===== src/rtl/onchip_ram_arbiter.sv =====
// rtl/onchip_ram_arbiter.sv - two-requester round-robin arbiter and sequencer for a single-port block RAM
//
// Clears the whole RAM after reset, then grants at most one request per cycle
// and returns read data to whichever requester issued the read.
//
// Ports
//   i_sys_clk, i_rst_n          clock (rising edge), asynchronous active-low reset
//   i_reqX_valid/o_reqX_ready   request handshake, X = 0/1; ready is combinational
//   i_reqX_we/addr/wdata        request command (1 = write), held while valid && !ready
//   o_rspX_valid/o_rspX_rdata   one-cycle read response; rdata holds between responses
//   o_init_done                 clear finished, requests are being accepted
//   o_ram_ena/wea/addra/dina    registered RAM command
//   i_ram_douta                 RAM read data, RD_LAT cycles after the ena cycle

module onchip_ram_arbiter #(
  parameter int                 ADDR_W     = 8,
  parameter int                 DATA_W     = 16,
  parameter int                 RD_LAT     = 1,
  parameter int                 INIT_CLEAR = 1,
  parameter logic [DATA_W-1:0]  CLR_VAL    = '0
) (
  input  logic              i_sys_clk,
  input  logic              i_rst_n,

  input  logic              i_req0_valid,
  output logic              o_req0_ready,
  input  logic              i_req0_we,
  input  logic [ADDR_W-1:0] i_req0_addr,
  input  logic [DATA_W-1:0] i_req0_wdata,
  output logic              o_rsp0_valid,
  output logic [DATA_W-1:0] o_rsp0_rdata,

  input  logic              i_req1_valid,
  output logic              o_req1_ready,
  input  logic              i_req1_we,
  input  logic [ADDR_W-1:0] i_req1_addr,
  input  logic [DATA_W-1:0] i_req1_wdata,
  output logic              o_rsp1_valid,
  output logic [DATA_W-1:0] o_rsp1_rdata,

  output logic              o_init_done,

  output logic              o_ram_ena,
  output logic              o_ram_wea,
  output logic [ADDR_W-1:0] o_ram_addra,
  output logic [DATA_W-1:0] o_ram_dina,
  input  logic [DATA_W-1:0] i_ram_douta
);

  typedef enum logic {
    ST_INIT = 1'b0,
    ST_RUN  = 1'b1
  } state_t;

  state_t state_q, state_d;

  logic [ADDR_W-1:0] clr_cnt_q, clr_cnt_d;
  logic              init_done_q, init_done_d;
  logic              last_grant_q, last_grant_d;

  logic              ram_ena_q, ram_ena_d;
  logic              ram_wea_q, ram_wea_d;
  logic [ADDR_W-1:0] ram_addra_q, ram_addra_d;
  logic [DATA_W-1:0] ram_dina_q, ram_dina_d;

  // Read-tracking pipe: bit 0 lines up with the RAM ena cycle, bit RD_LAT with valid douta.
  logic [RD_LAT:0]   pipe_rd_q, pipe_rd_d;
  logic [RD_LAT:0]   pipe_id_q, pipe_id_d;

  logic              rsp0_valid_q, rsp0_valid_d;
  logic [DATA_W-1:0] rsp0_rdata_q, rsp0_rdata_d;
  logic              rsp1_valid_q, rsp1_valid_d;
  logic [DATA_W-1:0] rsp1_rdata_q, rsp1_rdata_d;

  logic clr_active;
  logic clr_last;
  logic gnt0;
  logic gnt1;
  logic rd_issue;
  logic rsp_fire;
  logic rsp_id;

  // ---------------------------------------------------------------------------
  // FSM: state register
  // ---------------------------------------------------------------------------
  always_ff @(posedge i_sys_clk or negedge i_rst_n) begin
    if (!i_rst_n) begin
      state_q <= ST_INIT;
    end else begin
      state_q <= state_d;
    end
  end

  // ---------------------------------------------------------------------------
  // FSM: next state
  // ---------------------------------------------------------------------------
  assign clr_last = (clr_cnt_q == {ADDR_W{1'b1}});

  always_comb begin
    state_d = state_q;
    case (state_q)
      ST_INIT: begin
        if ((INIT_CLEAR == 0) || clr_last) begin
          state_d = ST_RUN;
        end
      end
      ST_RUN:  state_d = ST_RUN;
      default: state_d = ST_INIT;
    endcase
  end

  // ---------------------------------------------------------------------------
  // FSM: outputs (clear sequencing, arbitration, RAM command)
  // ---------------------------------------------------------------------------
  assign clr_active = (state_q == ST_INIT) && (INIT_CLEAR != 0);

  // Arbitration is enabled by the registered done flag, so the FSM's first RUN
  // cycle (which carries the last clear write on the RAM bus) still grants
  // nothing and o_init_done rises only once the clear is fully on the bus.
  assign gnt0 = init_done_q && i_req0_valid && (!i_req1_valid || last_grant_q);
  assign gnt1 = init_done_q && i_req1_valid && (!i_req0_valid || !last_grant_q);

  assign o_req0_ready = gnt0;
  assign o_req1_ready = gnt1;

  always_comb begin
    clr_cnt_d    = '0;
    init_done_d  = 1'b0;
    last_grant_d = last_grant_q;
    ram_ena_d    = 1'b0;
    ram_wea_d    = 1'b0;
    ram_addra_d  = '0;
    ram_dina_d   = '0;

    // The counter wraps to 0 on the same edge the FSM leaves INIT.
    if (clr_active) begin
      clr_cnt_d = clr_cnt_q + ADDR_W'(1);
    end

    if (INIT_CLEAR != 0) begin
      init_done_d = (state_q == ST_RUN);
    end else begin
      init_done_d = (state_d == ST_RUN);
    end

    if (gnt0) begin
      last_grant_d = 1'b0;
    end else if (gnt1) begin
      last_grant_d = 1'b1;
    end

    if (clr_active) begin
      ram_ena_d   = 1'b1;
      ram_wea_d   = 1'b1;
      ram_addra_d = clr_cnt_q;
      ram_dina_d  = CLR_VAL;
    end else if (gnt0) begin
      ram_ena_d   = 1'b1;
      ram_wea_d   = i_req0_we;
      ram_addra_d = i_req0_addr;
      ram_dina_d  = i_req0_we ? i_req0_wdata : '0;
    end else if (gnt1) begin
      ram_ena_d   = 1'b1;
      ram_wea_d   = i_req1_we;
      ram_addra_d = i_req1_addr;
      ram_dina_d  = i_req1_we ? i_req1_wdata : '0;
    end
  end

  // ---------------------------------------------------------------------------
  // Read tracking and response routing
  // ---------------------------------------------------------------------------
  assign rd_issue = (gnt0 && !i_req0_we) || (gnt1 && !i_req1_we);
  assign rsp_fire = pipe_rd_q[RD_LAT];
  assign rsp_id   = pipe_id_q[RD_LAT];

  always_comb begin
    pipe_rd_d    = {pipe_rd_q[RD_LAT-1:0], rd_issue};
    pipe_id_d    = {pipe_id_q[RD_LAT-1:0], gnt1};
    rsp0_valid_d = rsp_fire && !rsp_id;
    rsp1_valid_d = rsp_fire && rsp_id;
    rsp0_rdata_d = rsp0_rdata_q;
    rsp1_rdata_d = rsp1_rdata_q;
    if (rsp0_valid_d) begin
      rsp0_rdata_d = i_ram_douta;
    end
    if (rsp1_valid_d) begin
      rsp1_rdata_d = i_ram_douta;
    end
  end

  // ---------------------------------------------------------------------------
  // Datapath registers
  // ---------------------------------------------------------------------------
  always_ff @(posedge i_sys_clk or negedge i_rst_n) begin
    if (!i_rst_n) begin
      clr_cnt_q    <= '0;
      init_done_q  <= 1'b0;
      last_grant_q <= 1'b1;
      ram_ena_q    <= 1'b0;
      ram_wea_q    <= 1'b0;
      ram_addra_q  <= '0;
      ram_dina_q   <= '0;
      pipe_rd_q    <= '0;
      pipe_id_q    <= '0;
      rsp0_valid_q <= 1'b0;
      rsp0_rdata_q <= '0;
      rsp1_valid_q <= 1'b0;
      rsp1_rdata_q <= '0;
    end else begin
      clr_cnt_q    <= clr_cnt_d;
      init_done_q  <= init_done_d;
      last_grant_q <= last_grant_d;
      ram_ena_q    <= ram_ena_d;
      ram_wea_q    <= ram_wea_d;
      ram_addra_q  <= ram_addra_d;
      ram_dina_q   <= ram_dina_d;
      pipe_rd_q    <= pipe_rd_d;
      pipe_id_q    <= pipe_id_d;
      rsp0_valid_q <= rsp0_valid_d;
      rsp0_rdata_q <= rsp0_rdata_d;
      rsp1_valid_q <= rsp1_valid_d;
      rsp1_rdata_q <= rsp1_rdata_d;
    end
  end

  assign o_init_done  = init_done_q;
  assign o_ram_ena    = ram_ena_q;
  assign o_ram_wea    = ram_wea_q;
  assign o_ram_addra  = ram_addra_q;
  assign o_ram_dina   = ram_dina_q;
  assign o_rsp0_valid = rsp0_valid_q;
  assign o_rsp0_rdata = rsp0_rdata_q;
  assign o_rsp1_valid = rsp1_valid_q;
  assign o_rsp1_rdata = rsp1_rdata_q;

endmodule


===== config.mk =====
export PLATFORM = sky130hd
export DESIGN_NAME = onchip_ram_arbiter
export DESIGN_NICKNAME = d
export VERILOG_FILES = /design/src/rtl/onchip_ram_arbiter.sv
export SDC_FILE = /design/constraint.sdc
export NUM_CORES = 1
export LEC_CHECK = 0
export CAP_MARGIN = 10
export CORE_MARGIN = 1
export CORE_UTILIZATION = 35
export DETAILED_ROUTE_END_ITERATION = 10
export MAX_ROUTING_LAYER = met4
export PLACE_DENSITY_LB_ADDON = 0.2
export SLEW_MARGIN = 15
export SYNTH_ARGS = -nofsm -noshare
export SYNTH_HDL_FRONTEND = slang
export SYNTH_SLANG_ARGS = --single-unit

===== constraint.sdc =====
create_clock -name i_sys_clk -period 1.5 [get_ports i_sys_clk]
set_input_delay 0.3 -clock i_sys_clk [delete_from_list [all_inputs] [get_ports i_sys_clk]]
set_output_delay 0.3 -clock i_sys_clk [all_outputs]
set_load 0.005 [all_outputs]

# Word-level counts from Yosys, hierarchy flattened
# Index checks and enable logic that the tools add are counted.
# word_totals
wordCells,54
in_bits,70
reg_bits,75
# op_classes
add_sub_neg,1
mux,19
n_reduce_logical,18
n_bitwise,1
n_eq_ne,1
# ops
cell,count
16-bit two-way mux,5
8-bit two-way mux,4
1-bit two-way mux,9
8-bit by 1-bit adder with 8-bit output (second input constant),1
8-bit == test (second input constant),1
1-bit logical AND,8
1-bit logical NOT,6
1-bit logical OR,3
1-bit case mux with 2 select lines,1
2-bit nonzero test,1
1-bit inverter,1

# Longest topological paths before layout
# Gate-level depths: netlist of the first run.
# depth
ltp_word,6
ltp_mapped,5
depth_no_buf,4

# Least setup slack after synthesis of the first run
# Ideal clock, no wire load.
# synth_path
path_type,register to register
start,register last_grant_q
end,register ram_addra_q[3] (netlist: o_ram_addra[3])
period_less_slack_ns,1.325
path_stages_with_launch,6
n_path_buf,2
setup_slack_ns,0.175
setup_ns,0.126
arrival_time_ns,1.199
cell_sequence,dfstp_2 > and2_1 > buf_6 > buf_8 > nor3_1 > a221o_1
# synth_between
elab_chain_cells,6
# synth_rtl
item,line,rtl
start: declaration,59,"logic last_grant_q, last_grant_d;"
start signal: assignment,213,last_grant_q <= last_grant_d;
1-bit logical NOT,121,assign gnt1 = init_done_q && i_req1_valid && (!i_req0_valid || !last_grant_q);
1-bit logical OR,121,
1-bit logical AND,121,
8-bit two-way mux,162,end else if (gnt1) begin
8-bit two-way mux (*),157,end else if (gnt0) begin
8-bit two-way mux (*),152,if (clr_active) begin
via ram_addra_d[3],63,"logic [ADDR_W-1:0] ram_addra_q, ram_addra_d;"
end signal: assignment,216,ram_addra_q <= ram_addra_d;
end: declaration,63,
# Mark *: on every way through the listed nets, which the timed path passes. The rest lies on a longest branch.
# A chain may end at the register's enable or synchronous reset.

# Final worst setup path of the first run
# layout_path
start,register last_grant_q
end,output port o_req0_ready
# layout_between
elab_chain_cells,2
# layout_rtl
item,line,rtl
1-bit logical OR,120,assign gnt0 = init_done_q && i_req0_valid && (!i_req1_valid || last_grant_q);
1-bit logical AND,120,
end: declaration,26,"output logic o_req0_ready,"
# Every way passes these cells.

==> results.py, run 1 <==
metrics = {
    "timing": {
        "fin_ws_ns": -0.0148,
        "tightestPinTransition_ns": 0.364,
        "max_freq_ghz": 0.660,
        "timing.final.max_slew_violations": 0,
        "setup-tns-final_ns": -0.0148,
        "finalCritPeriodShare": 1.01,
        "slew_headroom": 0.757,
        "finalSetupViolCount": 1,
        "final_hold_viol_count": 0,
        "min_period_ns": 1.51,
        "rsz0062_at_grt": "true",
        "fin_skew_ns": 0.00568,
    },
    "critical_path": {
        "worstReg2RegStart": "last_grant_q$_DFFE_PN1P_",
        "critical_path.startpoint": "last_grant_q$_DFFE_PN1P_",
        "r2r_slack_ns": 0.06,
        "timing.rr.end": "o_ram_addra[5]$_DFF_PN0_",
        "reg2reg_depth": 5,
        "critPathRequiredTime_ns": 1.20,
        "start_kind": "register",
        "worstSetupPathType": "register to output port",
        "arrival_ns": 1.21,
        "crit_end": "o_req0_ready",
        "worst_setup_path_end_kind": "output port",
        "crit_fanout": 2,
    },
    "floorplan": {
        "initial_core_util": 0.364,
        "die_w_um": 97.4,
        "pin_count": 133,
        "die_h_um": 97.4,
        "core-area_um2": 8760,
        "die_area_um2": 9490,
        "row_count": 34,
    },
    "synth": {
        "synth-compound-area-share": 0.0754,
        "ys_ff_latch": 75,
        "synth_top_cell_by_area": "dfrtp_1",
        "synth.net_count": 347,
        "synth_most_common_cell": "dfrtp_1",
        "synth_xor_xnor_area_share": 0.00825,
        "synth_flop_cell": "dfrtp_1",
        "yosysTopAreaCellShare": 0.581,
        "async_reset_ff_frac": 1.00,
        "ys_seq_area_frac": 0.590,
        "yosysUniqueCellTypes": 32,
        "yosys.area_share.adder": 0.00393,
        "synthSimpleGateAreaFrac": 0.161,
        "synth_common_cells": "dfrtp_1 (74), nand2_1 (47), nor3_1 (41), mux2_2 (34), o21a_1 (16)",
        "synth_cells": 276,
        "synth.area.top_cells": "dfrtp_1 (58%), mux2_2 (12%), nor3_1 (6.4%), nand2_1 (5.5%), o21a_1 (3.8%)",
        "synth_edf_count": 0,
        "syn-cell-area_um2": 3190,
        "avgSynthCellArea_um2": 11.5,
        "yosys_warnings": 0,
        "synth_top_family_by_area": "simple AND/OR/NAND/NOR gates",
        "synthMuxAreaShare": 0.120,
    },
    "run": {
        "drv_cap": 0,
    },
    "placed_design": {
        "detailedPlace.worstSlack_ns": -0.342,
        "place_congestion": 0.789,
        "io_buffers": 132,
        "place_hpwl_um": 5720,
        "placed_area_um2": 4720,
    },
    "clock_network": {
        "clockBufferDepth": 2,
        "cts_tree": "yes",
        "clockRootBuffer": "clkbuf_8",
        "cts.sinks": 75,
        "cts_buffers": 9,
        "clk_latency_ns": 0.34,
        "h-tree-depth": 3,
        "path_clk_slew_ns": 0.07,
    },
    "global_routing": {
        "grt_pass1_vias": 2637,
        "grt_use_total": 0.178,
        "grt_overflow": 0,
        "antenna_found_initial": 0,
        "grt_pass1_wl_um": 13100,
        "grt_max_degree": 40,
    },
    "min_path": {
        "whs_path_depth": 0,
        "min_path_type": "register to register",
    },
    "drt": {
        "drt-pass1-iter-count": 4,
        "drtIter0Drc": 74,
        "via_per_inst": 4.86,
        "num_vias": 2610,
        "drtAntennaViolNets": 0,
        "wl_per_cell_um": 14.8,
        "drc_errors": 0,
        "drt-total-wl_um": 7960,
    },
    "layout": {
        "n_antenna_cell": 0,
        "final_cell_area_um2": 5030,
        "nets": 495,
        "final_util": 0.574,
        "nFillCells": 754,
        "drive_above_1_share": 0.196,
        "synthToLayoutAreaGrowth_pct": 57.9,
    },
    "pwr": {
        "leakage_nw": 2.52,
        "p_per_area_nw_per_um2": 825,
        "power_mw": 4.15,
        "ir_worst_vdd_v": 0.000428,
    },
    "outcome": {
        "status": "finished with violations",
        "failed_checks": "negative setup slack",
    },
}
-- routing by layer --
| metal | global-route usage | vias up | part of all wire |
|---|---|---|---|
| met5 | - | - | 0 |
| met4 | 0.0701 | 0 | 0.016 |
| met3 | 0.0360 | 13 | 0.063 |
| met2 | 0.281 | 105 | 0.48 |
| met1 | 0.227 | 1240 | 0.44 |
| li1 | - | 1252 | - |
-- cell families after synthesis --
kind of cell / after synthesis
XOR/XNOR: 3
AO/OA/AOI/OAI: 30
adder cells (fa/ha/maj): 1
flip-flops: 75
buffers and inverters: 23
multiplexers: 34
AND/OR/NAND/NOR: 110
-- registers in the layout (all words and copies together), names as in the netlist --
name / flops
o_ram_wea: 1
o_ram_ena: 1
o_rsp1_rdata: 16
o_ram_dina: 16
clr_cnt_q: 8
o_rsp0_rdata: 16
o_rsp1_valid: 1
pipe_rd_q: 2
init_done_d: 1
o_init_done: 1
o_rsp0_valid: 1
pipe_id_q: 2
last_grant_q: 1
o_ram_addra: 8
-- worst min-delay path by stage --
stage	startpoint	end
after floorplan	i_rst_n	clr_cnt_q[0]$_DFF_PN0_
after global placement	i_rst_n	o_rsp0_rdata[15]$_DFFE_PN0P_
after detailed placement	i_rst_n	o_rsp0_rdata[15]$_DFFE_PN0P_
after CTS	pipe_rd_q[0]$_DFF_PN0_	pipe_rd_q[1]$_DFF_PN0_
after global routing	pipe_id_q[0]$_DFF_PN0_	pipe_id_q[1]$_DFF_PN0_
final	pipe_rd_q[0]$_DFF_PN0_	pipe_rd_q[1]$_DFF_PN0_
-- through the flow --
stage | hold slack, ns | cells
after floorplan | 0.00441 | 276
final | 0.355 | 537
after global routing | 0.372 | 537
after global placement | 0.233 | 515
after CTS | 0.365 | 535
after detailed placement | 0.239 | 515
-- final cells by class --
cell class	count	area, um2	share of cell area
Inverter	3	11.3	0.00224
Clock inverter	5	77.6	0.0154
Multi-Input combinational cell	178	1190	0.236
Tap cell	108	135	0.0269
Clock buffer	11	131	0.0261
Sequential cell	75	1880	0.373
Timing Repair Buffer	157	1610	0.320
-- worst max-delay path, stage by stage, from the launching register on --
cell and delay [ns]:
dfstp_2 0.55, buf_6 0.11, nor2b_4 0.04, nor2_4 0.08, buf_2 0.11
-- report_power, final --
| group | internal, mW | switching [mW] |
|---|---|---|
| combinational | 0.274 | 0.145 |
| sequential | 2.06 | 0.0185 |
| clock | 0.933 | 0.716 |
-- what timing repair did --
action	in CTS	in global routing
setup endpoints to repair	28	39
pin swaps	4	7
hold buffers	1	0
endpoints found under the hold margin	23	0
gates resized for setup	36	31
buffers inserted	4	2
-- cell usage in the layout, fill, tap and decap left out, types with 5 or more instances in the layout --
cell type / instances
a221o_1: 7
buf_12: 5
buf_4: 18
clkbuf_8: 9
clkdlybuf4s50_1: 76
dfrtp_1: 74
dlygate4sd2_1: 25
dlymetal6s2s_1: 28
mux2_2: 34
nand2_1: 46
nor2_1: 7
nor3_1: 41
o21a_1: 16
Note: power is estimated with default switching activity, not from simulation.
==> run 2, diff against run 1 <==
--- a/config.mk
+++ b/config.mk
@@ -6,12 +6,11 @@
 export NUM_CORES = 1
 export LEC_CHECK = 0
 export CAP_MARGIN = 10
-export CORE_MARGIN = 1
+export CORE_MARGIN = 2
 export CORE_UTILIZATION = 35
 export DETAILED_ROUTE_END_ITERATION = 10
 export MAX_ROUTING_LAYER = met4
 export PLACE_DENSITY_LB_ADDON = 0.2
-export SLEW_MARGIN = 15
 export SYNTH_ARGS = -nofsm -noshare
 export SYNTH_HDL_FRONTEND = slang
 export SYNTH_SLANG_ARGS = --single-unit
==> run 2 against run 1 <==
- the run still ends with negative setup slack left
- die area is 4.1% higher
- critical endpoint unchanged
- fmax decreased by 0.91%
- combinational power fell by 1%
- critical path depth is the same
- non-clock buffer count grew 3
- largest power group unchanged
- sequential share of layout area is 0.14 points lower
==> results.py, run 2 (same netlist as run 1, synthesis figures left out) <==
metrics = {
    "outcome": {
        "failed_checks": "negative setup slack",
        "status": "finished with violations",
    },
    "pwr": {
        "ir_worst_vdd_v": 0.000443,
        "power_mw": 4.35,
        "leakage_nw": 2.57,
        "p_per_area_nw_per_um2": 862,
    },
    "timing": {
        "finalSetupViolCount": 1,
        "hold_ws_ns": 0.355,
        "min_period_ns": 1.53,
        "fin_ws_ns": -0.0287,
        "final_hold_viol_count": 0,
        "max_freq_ghz": 0.654,
        "finalCritPeriodShare": 1.02,
        "tightestPinTransition_ns": 0.364,
        "timing.final.max_slew_violations": 0,
        "rsz0062_at_grt": "true",
        "fin_skew_ns": 0.00422,
        "slew_headroom": 0.757,
    },
    "floorplan": {
        "pin_count": 133,
        "row_count": 34,
        "initial_core_util": 0.364,
        "core-area_um2": 8760,
        "die_h_um": 99.4,
        "die_w_um": 99.4,
        "die_area_um2": 9880,
    },
    "drt": {
        "drtAntennaViolNets": 0,
        "drt-total-wl_um": 7810,
        "drc_errors": 0,
        "via_per_inst": 4.84,
        "wl_per_cell_um": 14.5,
        "drtIter0Drc": 99,
        "drt-pass1-iter-count": 4,
        "num_vias": 2612,
    },
    "critical_path": {
        "r2r_slack_ns": 0.06,
        "worst_setup_path_end_kind": "output port",
        "critPathRequiredTime_ns": 1.20,
        "worstReg2RegStart": "last_grant_q$_DFFE_PN1P_",
        "timing.rr.end": "o_ram_addra[2]$_DFF_PN0_",
        "crit_end": "o_req0_ready",
        "crit_fanout": 2,
        "arrival_ns": 1.23,
        "worstSetupPathType": "register to output port",
        "critical_path.startpoint": "last_grant_q$_DFFE_PN1P_",
        "start_kind": "register",
        "reg2reg_depth": 5,
    },
    "min_path": {
        "min_path_type": "register to register",
    },
    "global_routing": {
        "antenna_found_initial": 0,
        "grt_max_degree": 37,
        "grt_use_total": 0.168,
        "grt_pass1_wl_um": 12800,
        "grt_overflow": 0,
        "grt_pass1_vias": 2668,
    },
    "placed_design": {
        "io_buffers": 132,
        "place_hpwl_um": 5640,
        "place_congestion": 0.767,
    },
    "clock_network": {
        "cts_tree": "yes",
        "path_clk_slew_ns": 0.07,
        "clk_latency_ns": 0.34,
        "cts_buffers": 9,
        "h-tree-depth": 3,
        "clockRootBuffer": "clkbuf_8",
        "clockBufferDepth": 2,
        "cts.sinks": 75,
    },
    "layout": {
        "final_common_cell": "dfrtp_1",
        "nets": 498,
        "synthToLayoutAreaGrowth_pct": 58.4,
        "n_antenna_cell": 0,
        "drive_above_1_share": 0.201,
        "nFillCells": 776,
        "final_cell_mix": "dfrtp_1 (74), clkdlybuf4s50_1 (69), nand2_1 (46), nor3_1 (41), dlygate4sd2_1 (35)",
    },
    "run": {
        "drv_cap": 0,
    },
}
## run 2: worst min path at each step
stage,start,endpoint,slack [ns],cells past startpoint
floorplan,i_rst_n,clr_cnt_q[0]$_DFF_PN0_,0.004,0
global placement,i_rst_n,o_rsp0_rdata[0]$_DFFE_PN0P_,0.24,1
detailed placement,i_rst_n,o_rsp0_rdata[0]$_DFFE_PN0P_,0.25,1
CTS,pipe_id_q[0]$_DFF_PN0_,pipe_id_q[1]$_DFF_PN0_,0.36,0
global route,pipe_id_q[0]$_DFF_PN0_,pipe_id_q[1]$_DFF_PN0_,0.37,0
finish,pipe_rd_q[0]$_DFF_PN0_,pipe_rd_q[1]$_DFF_PN0_,0.35,0
## run 2: critical path, stage by stage, from the launching register on
cell and delay [ns]:
dfstp_2 0.55, buf_6 0.11, nor2b_4 0.03, nor2_2 0.09
buf_2 0.12
## run 2: layout make-up
type                       instances  area [um2]  area share
clock inverter                     4        97.6      0.0193
inverter                           3        11.3     0.00223
timing repair buffer             160        1600       0.317
sequential                        75        1880       0.372
clock buffer                      12         145      0.0288
tap                              108         135      0.0268
multi-input combinational        178        1180       0.234
## run 2: metrics by stage
stage | util | setup TNS [ns] | worst slack (ns) | instance area (um2) | std cells
3_5_place_dp | 0.536 | -4.19 | -0.316 | 4700 | 513
3_3_place_gp | 0.536 | -3.62 | -0.292 | 4700 | 513
6_report | 0.576 | -0.0287 | -0.0287 | 5050 | 540
5_1_grt | 0.576 | -0.102 | -0.0783 | 5050 | 540
2_1_floorplan | - | 0 | 0.175 | 3190 | 276
4_1_cts | 0.565 | -0.0729 | -0.0729 | 4950 | 536
## run 2: timing repair
action | CTS | global route
buffers inserted | 6 | 4
hold buffers | 1 | 0
endpoints found under the setup margin | 39 | 27
pin swaps | 1 | 4
endpoints found under the hold margin | 25 | 0
resized for setup | 46 | 27
## run 2: layer usage
metal	track usage	routed length (um)
met5	-	0
met4	0.0664	106
met3	0.0337	538
met2	0.256	3640
met1	0.223	3530
## run 2: report_power, final
group          total, mW  internal, mW  switching (mW)
Clock               1.85          1.15           0.699
Combinational      0.415         0.270           0.144
Sequential          2.08          2.06          0.0184
Total               4.35          3.49           0.861
==> run 3, diff against run 2 <==
--- a/config.mk
+++ b/config.mk
@@ -9,6 +9,7 @@
 export CORE_MARGIN = 2
 export CORE_UTILIZATION = 35
 export DETAILED_ROUTE_END_ITERATION = 10
+export DONT_BUFFER_PORTS = 1
 export MAX_ROUTING_LAYER = met4
 export PLACE_DENSITY_LB_ADDON = 0.2
 export SYNTH_ARGS = -nofsm -noshare
==> run 3 against run 2 <==
- the flow finishes with violations (negative hold slack, negative setup slack)
- count of clock-buffer cells in the layout decreased by 1
- sequential share of layout area increased by 15 points
- cell area shrank 28%
- cell count fell by 26%
- largest power group unchanged
==> results.py, run 3 (same netlist as run 1, synthesis figures left out) <==
metrics = {
    "placed_design": {
        "detailedPlace.worstSlack_ns": 0.143,
        "io_buffers": 0,
        "place_congestion": 0.759,
        "place_hpwl_um": 4980,
    },
    "drt": {
        "drtAntennaViolNets": 0,
        "wl_per_cell_um": 18.5,
        "drtIter0Drc": 61,
        "drt-pass1-iter-count": 4,
        "drc_errors": 0,
        "via_per_inst": 5.39,
        "num_vias": 2146,
        "drt-total-wl_um": 7360,
    },
    "pwr": {
        "leakage_nw": 1.58,
        "power_mw": 3.93,
        "netSwitchingFraction": 0.204,
        "p_switching_uw": 802,
        "ir_worst_vdd_v": 0.000472,
        "p_int_mw": 3.13,
        "pwr-share-seq": 0.533,
        "combPwrFrac": 0.021,
        "p_per_area_nw_per_um2": 1080,
        "pwr-share-clk": 0.446,
    },
    "clock_network": {
        "cts_tree": "yes",
        "cts.sinks": 75,
        "clockRootBuffer": "clkbuf_8",
        "clk_latency_ns": 0.34,
        "cts_buffers": 9,
        "h-tree-depth": 3,
        "clockBufferDepth": 2,
        "path_clk_slew_ns": 0.08,
    },
    "timing": {
        "final_hold_viol_count": 75,
        "hold_ws_ns": -0.344,
        "min_period_ns": 1.54,
        "slew_headroom": 0.783,
        "max_freq_ghz": 0.651,
        "fin_skew_ns": 0.0130,
        "fin_ws_ns": -0.0351,
        "finalSetupViolCount": 1,
        "finalCritPeriodShare": 1.02,
        "rsz0062_at_grt": "true",
        "timing.final.max_slew_violations": 0,
        "tightestPinTransition_ns": 0.324,
    },
    "critical_path": {
        "critPathRequiredTime_ns": 1.20,
        "worst_setup_path_end_kind": "output port",
        "critical_path.startpoint": "last_grant_q$_DFFE_PN1P_",
        "path_cells": "and2_4, nor2_4, buf_6",
        "crit_end": "o_req1_ready",
        "crit_fanout": 4,
        "timing.rr.end": "o_ram_addra[7]$_DFF_PN0_",
        "cp_slowest_stage_delay_ns": 0.58,
        "r2r_slack_ns": 0.04,
        "slowest_stage": "dfstp_2",
        "worstSetupPathType": "register to output port",
        "start_kind": "register",
        "worstReg2RegStart": "last_grant_q$_DFFE_PN1P_",
        "arrival_ns": 1.24,
        "reg2reg_depth": 4,
    },
    "layout": {
        "seq_area_um2": 1880,
        "drive_above_1_share": 0.272,
        "final_cell_mix": "dfrtp_1 (74), nand2_1 (46), nor3_1 (39), mux2_2 (34), o21a_1 (16)",
        "final_common_cell": "dfrtp_1",
        "multi_input_area_um2": 1200,
        "n_antenna_cell": 0,
        "nFillCells": 851,
        "nets": 357,
        "synthToLayoutAreaGrowth_pct": 14.0,
    },
    "floorplan": {
        "pin_count": 133,
        "row_count": 34,
        "die_area_um2": 9880,
        "core-area_um2": 8760,
        "initial_core_util": 0.364,
        "die_h_um": 99.4,
        "die_w_um": 99.4,
    },
    "outcome": {
        "status": "finished with violations",
        "failed_checks": "negative hold slack, negative setup slack",
    },
    "global_routing": {
        "grt_pass1_vias": 2213,
        "grt_use_total": 0.156,
        "grt_max_degree": 76,
        "antenna_found_initial": 0,
        "grt_pass1_wl_um": 11600,
        "grt_overflow": 0,
    },
    "min_path": {
        "min_path_type": "input pin to async pin",
    },
    "run": {
        "drv_cap": 0,
    },
}
run 3: changes by cell type in the layout (fill, tap and decap cells not counted), sizes merged:
cell           before  now
clkinvlp            1    0
buf                30   19
dlygate4sd2        35    0
clkinv              0    2
clkdlybuf4s50      69    0
dlygate4sd3         1    0
bufinv              3    2
clkbuf             12   11
dlymetal6s2s       25    0
run 3: final cells by class:
| type | instances | area share |
|---|---|---|
| clock buffers | 11 | 0.0417 |
| flip-flops and latches | 75 | 0.517 |
| multi-input cells | 178 | 0.331 |
| inverters | 3 | 0.00310 |
| well taps | 108 | 0.0372 |
| repair buffers | 19 | 0.0493 |
| clock inverters | 4 | 0.0203 |
run 3: what timing repair did:
action,CTS,global route
pin swaps,3,3
buffers inserted,4,1
resized for setup,7,3
hold endpoints to repair,75,75
endpoints found under the setup margin,2,4
run 3: power groups by stage:
stage               registers (mW)  clock network, mW  logic, mW
global route                  2.10               1.91     0.0934
floorplan                     2.13                  0     0.0814
CTS                           2.10               1.83     0.0820
global placement              2.14                  0     0.0755
detailed placement            2.14                  0     0.0788
finish                        2.10               1.76     0.0818
run 3: how the worst min path moves through the flow:
stage                        from                     endpoint  slack (ns)  cells after the start
after global routing      i_rst_n          o_ram_ena$_DFF_PN0_       -0.38                      0
after global placement    i_rst_n  o_rsp0_rdata[3]$_DFFE_PN0P_       0.006                      0
after floorplan           i_rst_n       clr_cnt_q[0]$_DFF_PN0_       0.004                      0
after CTS                 i_rst_n     o_ram_dina[12]$_DFF_PN0_       -0.38                      0
final                     i_rst_n  o_rsp0_rdata[3]$_DFFE_PN0P_       -0.34                      0
after detailed placement  i_rst_n  o_rsp0_rdata[3]$_DFFE_PN0P_       0.006                      0
run 3: worst max-delay path, delay by kind of cell (launching register included):
kind	cells	cell delay (ns)
simple gates	2	0.21
buf+inv	1	0.11
flops	1	0.58
run 3: routing by layer:
| layer | vias to the layer above | global-route usage | part of all wire |
|---|---|---|---|
| li1 | 970 | - | - |
| met1 | 1060 | 0.187 | 0.42 |
| met2 | 100 | 0.240 | 0.48 |
| met3 | 16 | 0.0506 | 0.085 |
| met4 | 0 | 0.0695 | 0.019 |
| met5 | - | - | 0 |
run 3: metrics by stage:
step	cell area, um2	cells	TNS, ns	utilization
6_report	3630	398	-0.0351	0.414
3_3_place_gp	3330	378	0	0.380
5_1_grt	3630	398	-0.138	0.414
4_1_cts	3610	397	-0.0683	0.412
3_5_place_dp	3330	378	0	0.380
2_1_floorplan	3190	276	0	-
